## src/rtl/instr_fetch_queue.sv

```systemverilog
// Instruction fetch queue: a fetch PC drives a combinational-read instruction
// memory, and each fetched {pc, instr} pair is queued for the decode stage.
// A redirect flushes the queue and restarts fetch at a word-aligned target.
// Optional statistics counters are built when FETCH_STATS_EN is defined.
module instr_fetch_queue #(
    parameter int          DEPTH    = 4,
    parameter logic [31:0] RESET_PC = 32'h0000_0000
) (
    input  logic                     clkIn,
    input  logic                     rstIn,
    output logic [31:0]              imemAddr,
    input  logic [31:0]              imemData,
    input  logic                     redirect,
    input  logic [31:0]              redirectPc,
    output logic                     outValid,
    input  logic                     outReady,
    output logic [31:0]              outInstr,
    output logic [31:0]              outPc,
    output logic [31:0]              outPcPlus4,
`ifdef FETCH_STATS_EN
    output logic [31:0]              statFetched,
    output logic [31:0]              statFlushed,
    output logic [31:0]              statStall,
`endif
    output logic [$clog2(DEPTH):0]   count
);

    localparam int AW = $clog2(DEPTH);
    localparam logic [AW:0] FULL_COUNT = (AW+1)'(DEPTH);

    logic [31:0]   fetch_pc;
    logic [AW-1:0] rd_ptr;
    logic [AW-1:0] wr_ptr;
    logic [31:0]   pc_mem    [DEPTH];
    logic [31:0]   instr_mem [DEPTH];
    logic          push;
    logic          pop;
    logic          full;

    assign full       = (count == FULL_COUNT);
    assign imemAddr   = fetch_pc;
    assign outValid   = (count != '0) && !redirect;
    assign pop        = outValid && outReady;
    // A redirect suppresses both push and pop; a full queue may still push
    // when the head leaves in the same cycle.
    assign push       = !redirect && (!full || pop);
    assign outPc      = pc_mem[rd_ptr];
    assign outInstr   = instr_mem[rd_ptr];
    assign outPcPlus4 = pc_mem[rd_ptr] + 32'd4;

    // Control state: fetch PC, pointers and occupancy; reset beats redirect.
    always_ff @(posedge clkIn) begin
        if (rstIn) begin
            fetch_pc <= {RESET_PC[31:2], 2'b00};
            rd_ptr   <= '0;
            wr_ptr   <= '0;
            count    <= '0;
        end else if (redirect) begin
            fetch_pc <= {redirectPc[31:2], 2'b00};
            rd_ptr   <= '0;
            wr_ptr   <= '0;
            count    <= '0;
        end else begin
            if (push) begin
                fetch_pc <= fetch_pc + 32'd4;
                wr_ptr   <= wr_ptr + AW'(1);
            end
            if (pop) begin
                rd_ptr <= rd_ptr + AW'(1);
            end
            case ({push, pop})
                2'b10:   count <= count + (AW+1)'(1);
                2'b01:   count <= count - (AW+1)'(1);
                default: count <= count;
            endcase
        end
    end

    // Queue storage is written on push only and never needs a reset value.
    always_ff @(posedge clkIn) begin
        if (push && !rstIn) begin
            pc_mem[wr_ptr]    <= fetch_pc;
            instr_mem[wr_ptr] <= imemData;
        end
    end

`ifdef FETCH_STATS_EN
    // Statistics: fetched words, entries discarded by redirects, full-stall cycles.
    always_ff @(posedge clkIn) begin
        if (rstIn) begin
            statFetched <= '0;
            statFlushed <= '0;
            statStall   <= '0;
        end else begin
            if (push) begin
                statFetched <= statFetched + 32'd1;
            end
            if (redirect) begin
                statFlushed <= statFlushed + 32'(count);
            end
            if (full && !pop) begin
                statStall <= statStall + 32'd1;
            end
        end
    end
`endif

endmodule

```

## config.mk

```make
export PLATFORM = sky130hd
export DESIGN_NAME = instr_fetch_queue
export DESIGN_NICKNAME = d
export VERILOG_FILES = /design/src/rtl/instr_fetch_queue.sv
export SDC_FILE = /design/constraint.sdc
export NUM_CORES = 1
export LEC_CHECK = 0
export ABC_AREA = 0
export BUFFER_PORTS_ARGS = -buffer_cell sky130_fd_sc_hd__buf_2
export CORE_UTILIZATION = 40
export CTS_CLUSTER_DIAMETER = 30
export DETAILED_ROUTE_END_ITERATION = 12
export PLACE_DENSITY = 0.64
export SYNTH_ARGS = -nofsm -noshare
export SYNTH_HDL_FRONTEND = slang
export SYNTH_SLANG_ARGS = --single-unit
```

## constraint.sdc

```tcl
create_clock -name clkIn -period 3.9 [get_ports clkIn]
set_input_delay 0.78 -clock clkIn [delete_from_list [all_inputs] [get_ports clkIn]]
set_output_delay 0.78 -clock clkIn [all_outputs]
set_load 0.01 [all_outputs]
```

# Yosys cells after proc, flatten, opt, wreduce, memory -nomap -nowiden

Memory sizes are Yosys's and may differ from the RTL's. A register that Yosys moved wholly into a read port is not among the register bits.
Cells that the tools add are included.

Register bits after elaboration: 39
Memory bits (writable): 256
Input port bits: 68
Output and inout bits: 132
Logic and storage cells: 37
Memories: 2

Memories:

| name      | words | bits a word | rd ports | clocked after memory_dff | write ports | line | text |
|---|---|---|---|---|---|---|---|
| instr_mem | 4     | 32          | 1        | 1                        | 1           | 35   | `logic [31:0] instr_mem [DEPTH];` |
| pc_mem    | 4     | 32          | 1        | 1                        | 1           | 34   | `logic [31:0] pc_mem [DEPTH];` |

Add/subtract/negate cells: 6
Equality and inequality tests: 3
Muxes and demuxes: 9
Reduce and logical (&&, ||, !) cells: 12

Operators with widths:

| cell                                              | number |
|---|---|
| adder 32 x 3 -> 32 bit (second input constant)    | 2 |
| two-way mux 32 bit                                | 2 |
| two-way mux 2 bit                                 | 4 |
| one-hot mux 3 bit (2 select lines)                | 1 |
| adder 2 x 1 -> 2 bit (second input constant)      | 2 |
| logical AND 1 bit                                 | 4 |
| nonzero test 2 bit                                | 2 |
| adder 3 x 1 -> 3 bit (second input constant)      | 1 |
| == test 3 bit (second input constant)             | 1 |
| zero test 1 bit                                   | 3 |
| nonzero test 3 bit                                | 1 |
| subtractor 3 x 1 -> 3 bit (second input constant) | 1 |
| == test 2 x 1 -> 1 bit (second input constant)    | 1 |
| == test 2 bit (second input constant)             | 1 |
| two-way mux 1 bit                                 | 2 |
| OR reduction 2 bit                                | 1 |
| logical OR 1 bit                                  | 1 |

# Logic depth before layout (Yosys ltp)

Gate-level depths: netlist (run 1).

Depth in word-level cells: 8
Mapped depth: 9
Gate-level depth less buffers: 7

# Worst setup path after synthesis (run 1)

No wires, ideal clock.

Kind: input to register
From: input port outReady
To: memory instr_mem[0][0] (enable)
Setup time: 427 ps
Arrival: 2785 ps
Required time: 3473 ps
Path slack: 688 ps
Stages: 3
Path buffers: 0
Cell sequence: nor2b_1 or2_2 and3_1

Word-level cells in the longest chain between the ends: 6

Ends and longest elaborated chain:

| item                                    | line | text |
|---|---|---|
| from (decl)                             | 16   | `input logic outReady,` |
| logical AND 1 bit                       | 43   | `assign pop = outValid && outReady;` |
| logical OR 1 bit                        | 46   | `assign push = !redirect && (!full \|\| pop);` |
| logical AND 1 bit                       | 46   |  |
| logical AND 1 bit                       | 81   | `if (push && !rstIn) begin` |
| two-way mux 1 bit                       | 81   |  |
| two-way mux 1 bit (not written as such) | 83   | `instr_mem[wr_ptr] <= imemData;` |
| to (decl)                               | 35   |  |

Every way passes these cells.

==> qor.csv, run 1 <==
stage,metric,value,unit
setup_path,cpPeakStageDelay,600,ps
setup_path,timing.setup.critical_path_class,reg -> out,
floorplanning,die_width,173,µm
sta,report.final.slew_viol_count,0,
global_route,grt_remaining_overflow,0,
power_and_ir_drop,total_power,0.00820,W
sta,final.setup.tns,0,ps
synthesis,yosys_register_bits,287,
final_layout,fin_nets,974,
sta,final_period_minus_worst_setup_slack,3690,ps
min_path,holdCritPathClass,in -> reg,
setup_path,worstRegToRegCells,5,
drt,drcViolationCount,0,
floorplanning,initial_utilization,40.6,%
run,maxCapViolCount,0,
synthesis,yosys_synthesis_warning_count,0,
place,detailed_place_hpwl,16700,µm
cts,clock_latency,540,ps
setup_path,end_kind,output pin,
sta,maxClockFrequency,271,MHz
global_route,number_of_antenna_violations_at_the_first_check_in_global_routing,2,
setup_path,worst-endpoint-required,3120,ps
min_path,min_delay_path_depth,1,
drt,ant_nets,0,
sta,max_slew_margin,51.0,%
global_route,groute.layer.met3.usage,5.21,%
drt,vias,6862,
sta,count_of_endpoints_failing_hold_in_the_final_timing_report,0,
drt,route.detailed.wl_per_inst,20.1,µm
final_layout,proportion_of_layout_cells_with_a_drive_suffix_above_1,38.5,%
global_route,met2_usage,27.3,%
setup_path,crit_chain,buf_8 -> mux4_2 -> and3_1 -> and3_1 -> nand3_1 -> xnor2_1 -> buf_2,
setup_path,worstPathArrival,2910,ps
final_layout,filler_cell_count,2412,
synthesis,syn_area_per_cell,17.5,µm²
synthesis,yosysSeqAreaShare,70.5,%
cts,clock_tree.root_cell,sky130_fd_sc_hd__clkbuf_16,
setup_path,worst-r2r-setup-slack,1330,ps
global_route,wire_length_of_the_first_global_routing_pass,40100,µm
floorplanning,placementRows,62,
power_and_ir_drop,ir_drop,0.327,mV
run_status,status,"complete, no violations",
cts,cts.clk_slew.worst_paths,50,ps
place,portBuffers,191,
drt,wirelength,26500,µm
final_layout,fin_cells,1323,
final_layout,most_frequent_standard_cell_in_the_layout_excluding_fill_and_tap_cells,sky130_fd_sc_hd__edfxtp_1,
cts,h-tree-depth,2,
global_route,globalRoute.busiestLayer,met2,
floorplanning,die_area,0.0298,mm²
floorplanning,core-area,0.0287,mm²
power_and_ir_drop,power.leakage,5.21,nW
sta,period_share,94.6,%
place,place_inst,1226,
global_route,grt_util_all_layers,17.6,%
synthesis,yosysUniqueCellTypes,44,
synthesis,mappedNetlistArea,0.0117,mm²
cts,cts_tree,done,
sta,setup_viol,0,
setup_path,cp-start-kind,flop,
floorplanning,num_io_pins,200,
setup_path,crit_fanout,11,
final_layout,utilization,51.7,%
setup_path,critPathTopFamily,simple AND/OR/NAND/NOR gates,
sta,worst_pin_slew,728,ps
power_and_ir_drop,power_density,552,mW/mm²
min_path,min_from,imemData[23],
setup_path,critical_path.slowest_cell,sky130_fd_sc_hd__mux4_2,
synthesis,synthCells,667,
sta,grt_setup_unrepaired,no,
global_route,use_met1,24.2,%
drt,drt_first_iter_violations,483,
setup_path,critPathBufInv,2,
cts,cts-hold-fix-buffers,0,
sta,worst_hold_slack,460,ps
cts,cts.path.max_buffers,3,
cts,clock_sinks,287,
min_path,holdPathEnd,instr_mem[0][23]$_DFFE_PP_,
global_route,grt_pass1_vias,6850,
sta,clock-skew-final,21.8,ps
cts,numCtsBuffers,53,
floorplanning,die_y,173,µm
drt,avgViaCountPerCell,5.19,
place,final_weighted_congestion_of_routability_driven_global_placement,0.764,
final_layout,mostFrequentLayoutCells,"sky130_fd_sc_hd__edfxtp_1, sky130_fd_sc_hd__buf_2, sky130_fd_sc_hd__mux4_2",
setup_path,path_common_cell,sky130_fd_sc_hd__and3_1,
setup_path,critical_path.reg2reg.endpoint,imemAddr[31]$_SDFFE_PP0P_,
final_layout,area_growth_syn_to_layout,27.3,%
setup_path,r2r_start,imemAddr[5]$_SDFFE_PP0P_,
global_route,grt_max_degree,43,
drt,drt_pass1_iterations,5,
[cell type report]
class | count | area, µm² | share of cell area (%)
clock inverters | 32 | 338 | 2.28
clock buffers | 63 | 1370 | 9.25
multi-input cells | 331 | 3210 | 21.6
diodes | 1 | 2.50 | 0.0169
repair buffers | 208 | 1140 | 7.71
well taps | 384 | 480 | 3.24
inverters | 17 | 63.8 | 0.430
flip-flops and latches | 287 | 8240 | 55.5
[kinds of logic (layout without fill, tap and decap cells)]
group	count (synthesis)	after routing	share of synthesized area [%]
buffers and inverters	54	320	2.31
AND/OR/NAND/NOR	152	152	7.19
other	1	7	0.0322
adder cells (fa/ha/maj)	8	8	0.858
flip-flops	287	287	70.5
AO/OA/AOI/OAI	50	50	2.97
XOR/XNOR	51	51	3.83
multiplexers	64	64	12.3
[power by group]
group	internal, W	total, W	leakage [nW]	switching (W)
Sequential	0.00343	0.00349	2.61	0.0000683
Combinational	0.000167	0.000392	1.79	0.000225
Clock	0.00289	0.00431	0.815	0.00143
[per-layer routing]
| layer | vias to the layer above | wire length [µm] |
|---|---|---|
| met4 | 2 | 410 |
| met1 | 3443 | 11900 |
| met5 | - | 13 |
| li1 | 3118 | - |
| met3 | 40 | 2150 |
| met2 | 259 | 12100 |
[sequential cells by signal, indices dropped and copies added, names as in the netlist, named ones only]
| name | cells |
|---|---|
| wr_ptr | 2 |
| rd_ptr | 2 |
| imemAddr | 30 |
| instr_mem | 128 |
| pc_mem | 120 |
| count | 3 |
[how the worst max path moves through the flow]
stage	from	end	slack (ps)	cells past startpoint
2_1_floorplan	outReady	instr_mem[0][0]$_DFFE_PP_	690	3
3_3_place_gp	flop	outPcPlus4[14]	660	7
3_5_place_dp	flop	outPcPlus4[24]	630	7
4_1_cts	flop	outPcPlus4[24]	70	7
5_1_grt	flop	outPcPlus4[24]	20	7
6_report	flop	outPcPlus4[17]	210	7
[worst reg2reg max path: stages (launching register included)]
cell and delay (ps):
sky130_fd_sc_hd__dfxtp_1 540, sky130_fd_sc_hd__and4_4 330, sky130_fd_sc_hd__nand3_4 210, sky130_fd_sc_hd__or4_1 740
sky130_fd_sc_hd__or3_1 400, sky130_fd_sc_hd__a311oi_1 240
[per-stage QoR]
stage | instance area (µm²) | worst slack (ps)
2_1_floorplan | 11700 | 688
3_3_place_gp | 13100 | 658
3_5_place_dp | 13100 | 627
4_1_cts | 14800 | 67.9
5_1_grt | 14800 | 15.7
6_report | 14800 | 211
[cell usage after synthesis, drive strengths merged]
| cell | instances | area share, % |
|---|---|---|
| edfxtp | 248 | 64 |
| mux4 | 62 | 12 |
| xnor2 | 44 | 3.3 |
| dfxtp | 39 | 6.7 |
| nor2 | 35 | 1.1 |
| nand2 | 34 | 1.1 |
| buf | 22 | 1.3 |
| inv | 17 | 0.55 |
| nand3 | 16 | 0.79 |
| clkbuf | 15 | 0.48 |
| and3 | 14 | 0.75 |
| a211oi | 13 | 0.84 |
| nand4 | 13 | 0.95 |
| o21ai | 12 | 0.51 |
| a311oi | 9 | 0.68 |
| a21oi | 8 | 0.34 |
| ha | 8 | 0.86 |
| nor4 | 8 | 0.43 |
| or3 | 8 | 0.43 |
| xor2 | 7 | 0.53 |
| and4 | 6 | 0.49 |
| nor3 | 6 | 0.26 |
| and2 | 3 | 0.16 |
| a221oi | 2 | 0.15 |
| mux2i | 2 | 0.17 |
| nand4b | 2 | 0.15 |
| nor2b | 2 | 0.11 |
| o2111ai | 2 | 0.15 |
| o211ai | 2 | 0.13 |
| or4 | 2 | 0.13 |
| conb | 1 | 0.032 |
| nand2b | 1 | 0.054 |
| nor4b | 1 | 0.20 |
| o221a | 1 | 0.097 |
| o31a | 1 | 0.075 |
| or2 | 1 | 0.054 |
[repair_timing]
action / 4_1_cts / 5_1_grt
resized for setup: 0 / 1
setup endpoints to repair: 0 / 9
setup buffers: 0 / 1
Note: power is estimated with default switching activity, not from simulation.
==> inputs of run 2 (changes only) <==
--- a/config.mk
+++ b/config.mk
@@ -7,10 +7,13 @@
 export LEC_CHECK = 0
 export ABC_AREA = 0
 export BUFFER_PORTS_ARGS = -buffer_cell sky130_fd_sc_hd__buf_2
+export CELL_PAD_IN_SITES_DETAIL_PLACEMENT = 0
+export CELL_PAD_IN_SITES_GLOBAL_PLACEMENT = 2
 export CORE_UTILIZATION = 40
 export CTS_CLUSTER_DIAMETER = 30
 export DETAILED_ROUTE_END_ITERATION = 12
-export PLACE_DENSITY = 0.64
+export PLACE_DENSITY = 0.82
+export SETUP_SLACK_MARGIN = 0.2
 export SYNTH_ARGS = -nofsm -noshare
 export SYNTH_HDL_FRONTEND = slang
 export SYNTH_SLANG_ARGS = --single-unit
==> run 2 against run 1 <==
Against the previous run:
- via count is 0.85% higher
- clock skew is 5.1 ps lower
- largest cell class unchanged
- maximum frequency is 4.0% higher
- power is 8.5% higher
- design area is 3.0% higher
- setup slack better by 140 ps
==> qor.csv, run 2 (same netlist as run 1, synthesis figures left out) <==
stage,metric,value,unit,change
run_status,status,"complete, no violations",,unchanged
sta,count_of_endpoints_failing_hold_in_the_final_timing_report,0,,unchanged
cts,numCtsBuffers,57,,was 53
sta,worst_pin_slew,671,ps,was 728 ps
global_route,grt_remaining_overflow,0,,unchanged
final_layout,fin_nets,986,,was 974
floorplanning,initial_utilization,40.6,%,unchanged
final_layout,utilization,53.2,%,was 51.7%
floorplanning,die_area,0.0298,mm²,unchanged
setup_path,cp-start-kind,flop,,unchanged
drt,avgViaCountPerCell,5.15,,was 5.19
final_layout,most_frequent_standard_cell_in_the_layout_excluding_fill_and_tap_cells,sky130_fd_sc_hd__edfxtp_1,,unchanged
final_layout,regMostFlops,instr_mem,,unchanged
sta,final.setup.tns,0,ps,unchanged
setup_path,timing.setup.critical_path_class,reg -> out,,unchanged
final_layout,insertedDiodeCount,0,,was 1
place,place_inst,1228,,was 1226
sta,final_period_minus_worst_setup_slack,3550,ps,was 3690 ps
cts,clock_latency,570,ps,was 540 ps
final_layout,proportion_of_layout_cells_with_a_drive_suffix_above_1,41.4,%,was 38.5%
sta,report.final.slew_viol_count,0,,unchanged
power_and_ir_drop,power_density,582,mW/mm²,was 552 mW/mm²
final_layout,mostFrequentLayoutCells,"sky130_fd_sc_hd__edfxtp_1, sky130_fd_sc_hd__buf_2, sky130_fd_sc_hd__mux4_2",,unchanged
sta,max_slew_margin,55.3,%,was 51.0%
drt,route.detailed.wl_per_inst,19.7,µm,was 20.1 µm
drt,vias,6920,,was 6862
place,detailed_place_hpwl,17100,µm,was 16700 µm
global_route,grt_pass1_vias,7201,,was 6850
power_and_ir_drop,power.leakage,5.44,nW,was 5.21 nW
cts,cts_tree,done,,unchanged
place,final_weighted_congestion_of_routability_driven_global_placement,0.729,,was 0.764
floorplanning,die_width,173,µm,unchanged
run,maxCapViolCount,0,,unchanged
sta,period_share,90.9,%,was 94.6%
floorplanning,core-area,0.0287,mm²,unchanged
floorplanning,die_y,173,µm,unchanged
drt,wirelength,26500,µm,about the same
final_layout,area_growth_syn_to_layout,31.0,%,was 27.3%
drt,ant_nets,0,,unchanged
drt,drcViolationCount,0,,unchanged
setup_path,crit_chain,buf_6 -> buf_4 -> mux4_2 -> and4_1 -> and3_1 -> nand4_1 -> xnor2_1 -> buf_2,,was buf_8 -> mux4_2 -> and3_1 -> and3_1 -> nand3_1 -> xnor2_1 -> buf_2
cts,clock_tree.root_cell,sky130_fd_sc_hd__clkbuf_16,,unchanged
sta,maxClockFrequency,282,MHz,was 271 MHz
setup_path,critical_path.slowest_cell,sky130_fd_sc_hd__dfxtp_4,,was sky130_fd_sc_hd__mux4_2
cts,h-tree-depth,2,,unchanged
setup_path,cpPeakStageDelay,480,ps,was 600 ps
sta,clock-skew-final,16.7,ps,was 21.8 ps
min_path,holdCritPathClass,in -> reg,,unchanged
global_route,number_of_antenna_violations_at_the_first_check_in_global_routing,0,,was 2
setup_path,worst-endpoint-required,3120,ps,about the same
global_route,grt_util_all_layers,18.1,%,was 17.6%
setup_path,crit_fanout,14,,was 11
setup_path,end_kind,output pin,,unchanged
global_route,grt_max_degree,55,,was 43
sta,setup_viol,0,,unchanged
floorplanning,num_io_pins,200,,unchanged
setup_path,critPathBufInv,3,,was 2
cts,cts.clk_slew.worst_paths,50,ps,about the same
sta,grt_setup_unrepaired,yes,,was no
cts,cts.path.max_buffers,3,,unchanged
place,placed_area,0.0131,mm²,about the same
drt,drt_pass1_iterations,4,,was 5
setup_path,worstPathArrival,2770,ps,was 2910 ps
power_and_ir_drop,ir_drop,0.435,mV,was 0.327 mV
final_layout,cell_area_after_layout,0.0153,mm²,was 0.0148 mm²
cts,clock_sinks,287,,unchanged
floorplanning,placementRows,62,,unchanged
final_layout,fin_cells,1343,,was 1323
place,portBuffers,191,,unchanged
global_route,wire_length_of_the_first_global_routing_pass,41600,µm,was 40100 µm
drt,drt_first_iter_violations,286,,was 483
final_layout,largest_register_ff_count,128,,unchanged
setup_path,critPathTopFamily,buffers and inverters,,was simple AND/OR/NAND/NOR gates
-- run 2: path summary, 6_finish.rpt --
| check | endpoint | cells past startpoint | startpoint | slack, ps |
|---|---|---|---|---|
| worst max-delay path | outPcPlus4[31] | 8 | flop | 350 |
| worst min-delay path | instr_mem[3][30]$_DFFE_PP_ | 1 | imemData[30] | 430 |
| worst max register to register | imemAddr[31]$_SDFFE_PP0P_ | 8 | count[0]$_SDFFE_PP0P_ | 1330 |
| worst min register to register | wr_ptr[1]$_SDFFE_PP0P_ | 2 | wr_ptr[1]$_SDFFE_PP0P_ | 500 |
-- run 2: worst reg2reg max path, stage by stage, from the launching register on --
cell and delay (ps):
sky130_fd_sc_hd__dfxtp_1 390, sky130_fd_sc_hd__inv_1 70, sky130_fd_sc_hd__ha_1 240, sky130_fd_sc_hd__nand2_1 240, sky130_fd_sc_hd__o211ai_1 140, sky130_fd_sc_hd__buf_4 210
sky130_fd_sc_hd__or4_1 560, sky130_fd_sc_hd__or3_1 390, sky130_fd_sc_hd__a311oi_1 240
-- run 2: metal layers --
layer,global-route usage (%),share of wire [%],up-vias
met5,0,0,-
met4,5.53,1.6,0
met3,3.98,6.4,45
met2,29.1,48,237
met1,24.7,44,3469
li1,-,-,3169
-- run 2: through the flow --
stage          hold slack (ps)  setup WS [ps]  power [W]
2_1_floorplan              465            688    0.00375
3_3_place_gp               496            465    0.00393
3_5_place_dp               495            425    0.00395
4_1_cts                    401            203    0.00900
5_1_grt                    412            205    0.00919
6_report                   427            353    0.00889
-- run 2: power breakdown --
part	switching [W]	leakage (nW)	total, W	internal, W
registers	0.0000689	2.61	0.00349	0.00342
logic	0.000224	1.84	0.000395	0.000171
clock network	0.00166	0.986	0.00501	0.00335
total	0.00195	5.44	0.00889	0.00694
-- run 2: layout make-up --
| type | instances | area (µm²) |
|---|---|---|
| Inverter | 17 | 63.8 |
| Fill cell | 2408 | 13400 |
| Clock buffer | 64 | 1500 |
| Multi-Input combinational cell | 331 | 3220 |
| Clock inverter | 44 | 537 |
| Timing Repair Buffer | 216 | 1240 |
| Tap cell | 384 | 480 |
| Sequential cell | 287 | 8240 |
-- run 2: timing repair --
item | in CTS | in global routing
pin swaps | 0 | 1
setup endpoints to repair | 22 | 13
gates resized for setup | 6 | 8
hold buffers | 0 | 0
buffers inserted | 4 | 3
==> inputs of run 3 (changes only) <==
--- a/config.mk
+++ b/config.mk
@@ -9,6 +9,7 @@
 export BUFFER_PORTS_ARGS = -buffer_cell sky130_fd_sc_hd__buf_2
 export CELL_PAD_IN_SITES_DETAIL_PLACEMENT = 0
 export CELL_PAD_IN_SITES_GLOBAL_PLACEMENT = 2
+export CORE_MARGIN = 2
 export CORE_UTILIZATION = 40
 export CTS_CLUSTER_DIAMETER = 30
 export DETAILED_ROUTE_END_ITERATION = 12
==> run 3 against run 2 <==
Against the previous run:
- clock skew is 9.6 ps higher
- via count fell by 0.56%
- cell count grew 0.74%
- flip-flop and latch count stayed put
- largest cell class unchanged
- largest power group unchanged
- highest routed layer unchanged
==> qor.csv, run 3 (same netlist as run 1, synthesis figures left out) <==
stage,metric,value,unit,change
setup_path,crit_fanout,14,,unchanged
power_and_ir_drop,cell_internal_pwr,0.00688,W,was 0.00694 W
cts,h-tree-depth,2,,unchanged
drt,drcViolationCount,0,,unchanged
sta,grt_setup_unrepaired,yes,,unchanged
sta,worst_pin_slew,670,ps,was 671 ps
power_and_ir_drop,p_sw_share,21.8,%,was 21.9%
setup_path,crit_chain,buf_6 -> mux4_1 -> and4_4 -> nor4b_4 -> buf_12 -> nand4_1 -> xnor2_1 -> buf_2,,was buf_6 -> buf_4 -> mux4_2 -> and4_1 -> and3_1 -> nand4_1 -> xnor2_1 -> buf_2
global_route,number_of_antenna_violations_at_the_first_check_in_global_routing,0,,unchanged
global_route,grt_remaining_overflow,0,,unchanged
power_and_ir_drop,clkPwrFrac,55.8,%,was 56.3%
drt,drt_first_iter_violations,460,,was 286
final_layout,insertedDiodeCount,0,,unchanged
setup_path,timing.setup.critical_path_class,reg -> out,,unchanged
final_layout,proportion_of_layout_cells_with_a_drive_suffix_above_1,41.2,%,was 41.4%
final_layout,mostFrequentLayoutCells,"sky130_fd_sc_hd__edfxtp_1, sky130_fd_sc_hd__buf_2, sky130_fd_sc_hd__clkbuf_16",,"was sky130_fd_sc_hd__edfxtp_1, sky130_fd_sc_hd__buf_2, sky130_fd_sc_hd__mux4_2"
final_layout,filler_cell_count,2398,,was 2408
sta,final_period_minus_worst_setup_slack,3520,ps,was 3550 ps
cts,clock_sinks,287,,unchanged
run,maxCapViolCount,0,,unchanged
final_layout,fin_nets,993,,was 986
drt,wirelength,26300,µm,was 26500 µm
min_path,holdCritPathClass,in -> reg,,unchanged
sta,clock-skew-final,26.3,ps,was 16.7 ps
power_and_ir_drop,ir_drop,0.356,mV,was 0.435 mV
global_route,grt_util_all_layers,17.2,%,was 18.1%
setup_path,cpPeakStageDelay,620,ps,was 480 ps
sta,report.final.slew_viol_count,0,,unchanged
place,final_weighted_congestion_of_routability_driven_global_placement,0.717,,was 0.729
cts,cts.clk_slew.worst_paths,50,ps,about the same
sta,maxClockFrequency,284,MHz,was 282 MHz
cts,clock_tree.root_cell,sky130_fd_sc_hd__clkbuf_16,,unchanged
place,portBuffers,191,,unchanged
power_and_ir_drop,total_power,0.00880,W,was 0.00889 W
floorplanning,core-area,0.0287,mm²,unchanged
global_route,wire_length_of_the_first_global_routing_pass,40400,µm,was 41600 µm
floorplanning,die_width,175,µm,was 173 µm
drt,vias,6881,,was 6920
drt,ant_nets,0,,unchanged
cts,numCtsBuffers,61,,was 57
drt,drt_pass1_iterations,5,,was 4
drt,avgViaCountPerCell,5.09,,was 5.15
floorplanning,die_y,175,µm,was 173 µm
global_route,grt_max_degree,41,,was 55
setup_path,critical_path.slowest_cell,sky130_fd_sc_hd__mux4_1,,was sky130_fd_sc_hd__dfxtp_4
power_and_ir_drop,netSwitchingPower,0.00192,W,was 0.00195 W
floorplanning,die_area,0.0305,mm²,was 0.0298 mm²
cts,cts.path.max_buffers,3,,unchanged
sta,max_slew_margin,55.3,%,about the same
sta,setup_viol,0,,unchanged
power_and_ir_drop,power.leakage,5.44,nW,about the same
setup_path,cp-start-kind,flop,,unchanged
setup_path,worst-endpoint-required,3120,ps,about the same
final_layout,largest_register_ff_count,128,,unchanged
sta,worst_hold_slack,438,ps,was 427 ps
final_layout,most_frequent_standard_cell_in_the_layout_excluding_fill_and_tap_cells,sky130_fd_sc_hd__edfxtp_1,,unchanged
setup_path,r2r_start,count[0]$_SDFFE_PP0P_,,unchanged
run_status,status,"complete, no violations",,unchanged
sta,count_of_endpoints_failing_hold_in_the_final_timing_report,0,,unchanged
sta,period_share,90.3,%,was 90.9%
drt,route.detailed.wl_per_inst,19.5,µm,was 19.7 µm
setup_path,worstPathArrival,2740,ps,was 2770 ps
cts,cts-hold-fix-buffers,0,,unchanged
cts,cts_tree,done,,unchanged
floorplanning,placementRows,62,,unchanged
global_route,grt_pass1_vias,7033,,was 7201
cts,clock_latency,560,ps,was 570 ps
place,detailed_place_hpwl,17000,µm,was 17100 µm
power_and_ir_drop,pwr-share-seq,39.7,%,was 39.3%
final_layout,area_growth_syn_to_layout,30.9,%,was 31.0%
floorplanning,initial_utilization,40.6,%,unchanged
final_layout,regMostFlops,instr_mem,,unchanged
min_path,min_from,imemData[6],,was imemData[30]
power_and_ir_drop,power.combinational.fraction,4.5,%,was 4.4%
power_and_ir_drop,power_density,576,mW/mm²,was 582 mW/mm²
sta,final.setup.tns,0,ps,unchanged
floorplanning,num_io_pins,200,,unchanged
setup_path,end_kind,output pin,,unchanged
[run 3: cell types whose count changed in the layout (fill, tap and decap cells not counted), sizes merged]
cell | before | now
clkbuf | 64 | 69
bufinv | 8 | 5
inv | 30 | 28
clkinvlp | 5 | 8
buf | 216 | 219
clkinv | 18 | 22
[run 3: critical path: cells and delay by family (launching register included)]
kind / cells / cell delay (ps)
muxes: 1 / 620
buffers and inverters: 3 / 510
and+or+nand+nor: 3 / 500
DFF: 1 / 410
xor gates and xnor gates: 1 / 120
[run 3: final timing paths]
| path | to | cells after the start | slack [ps] |
|---|---|---|---|
| worst max-delay path | outPcPlus4[22] | 8 | 380 |
| worst min-delay path | instr_mem[1][6]$_DFFE_PP_ | 1 | 440 |
| worst max register to register | imemAddr[31]$_SDFFE_PP0P_ | 8 | 1310 |
| worst min register to register | wr_ptr[1]$_SDFFE_PP0P_ | 2 | 500 |
[run 3: power by group through the flow]
| stage | logic [W] | clock network, W | registers [W] |
|---|---|---|---|
| detailed placement | 0.000396 | 0 | 0.00355 |
| floorplan | 0.000209 | 0 | 0.00354 |
| global placement | 0.000392 | 0 | 0.00355 |
| finish | 0.000395 | 0.00491 | 0.00349 |
| global route | 0.000433 | 0.00515 | 0.00350 |
| CTS | 0.000401 | 0.00500 | 0.00349 |
[run 3: through the flow]
step	cell area, µm²	std cells	worst slack [ps]	utilization, %
6_report	15300	1353	377	53.2
3_3_place_gp	13100	1227	370	45.7
3_5_place_dp	13100	1227	333	45.7
2_1_floorplan	11700	672	688	-
5_1_grt	15300	1353	170	53.2
4_1_cts	15200	1346	241	52.9
[run 3: what timing repair did]
item / in CTS / in global routing
resized for setup: 4 / 5
pin swaps: 1 / 0
endpoints found under the setup margin: 20 / 13
buffers inserted: 4 / 7
[run 3: final cells by class]
type | instances | area, µm² | area share (%)
clock buffers | 69 | 1600 | 10.5
clock inverters | 46 | 430 | 2.82
inverters | 17 | 63.8 | 0.418
multi-input cells | 331 | 3210 | 21.0
flip-flops and latches | 287 | 8240 | 53.9
well taps | 384 | 480 | 3.15
repair buffers | 219 | 1260 | 8.23
[run 3: metal layers]
metal  routed length (µm)  GRT usage, %  up-vias  share of wire [%]
met2                12500          27.6      248                 48
met1                11400          23.5     3409                 43
met5                    0             0        -                  0
li1                     -             -     3186                  -
met4                  390          4.62        0                1.5
met3                 2030          4.46       38                7.7
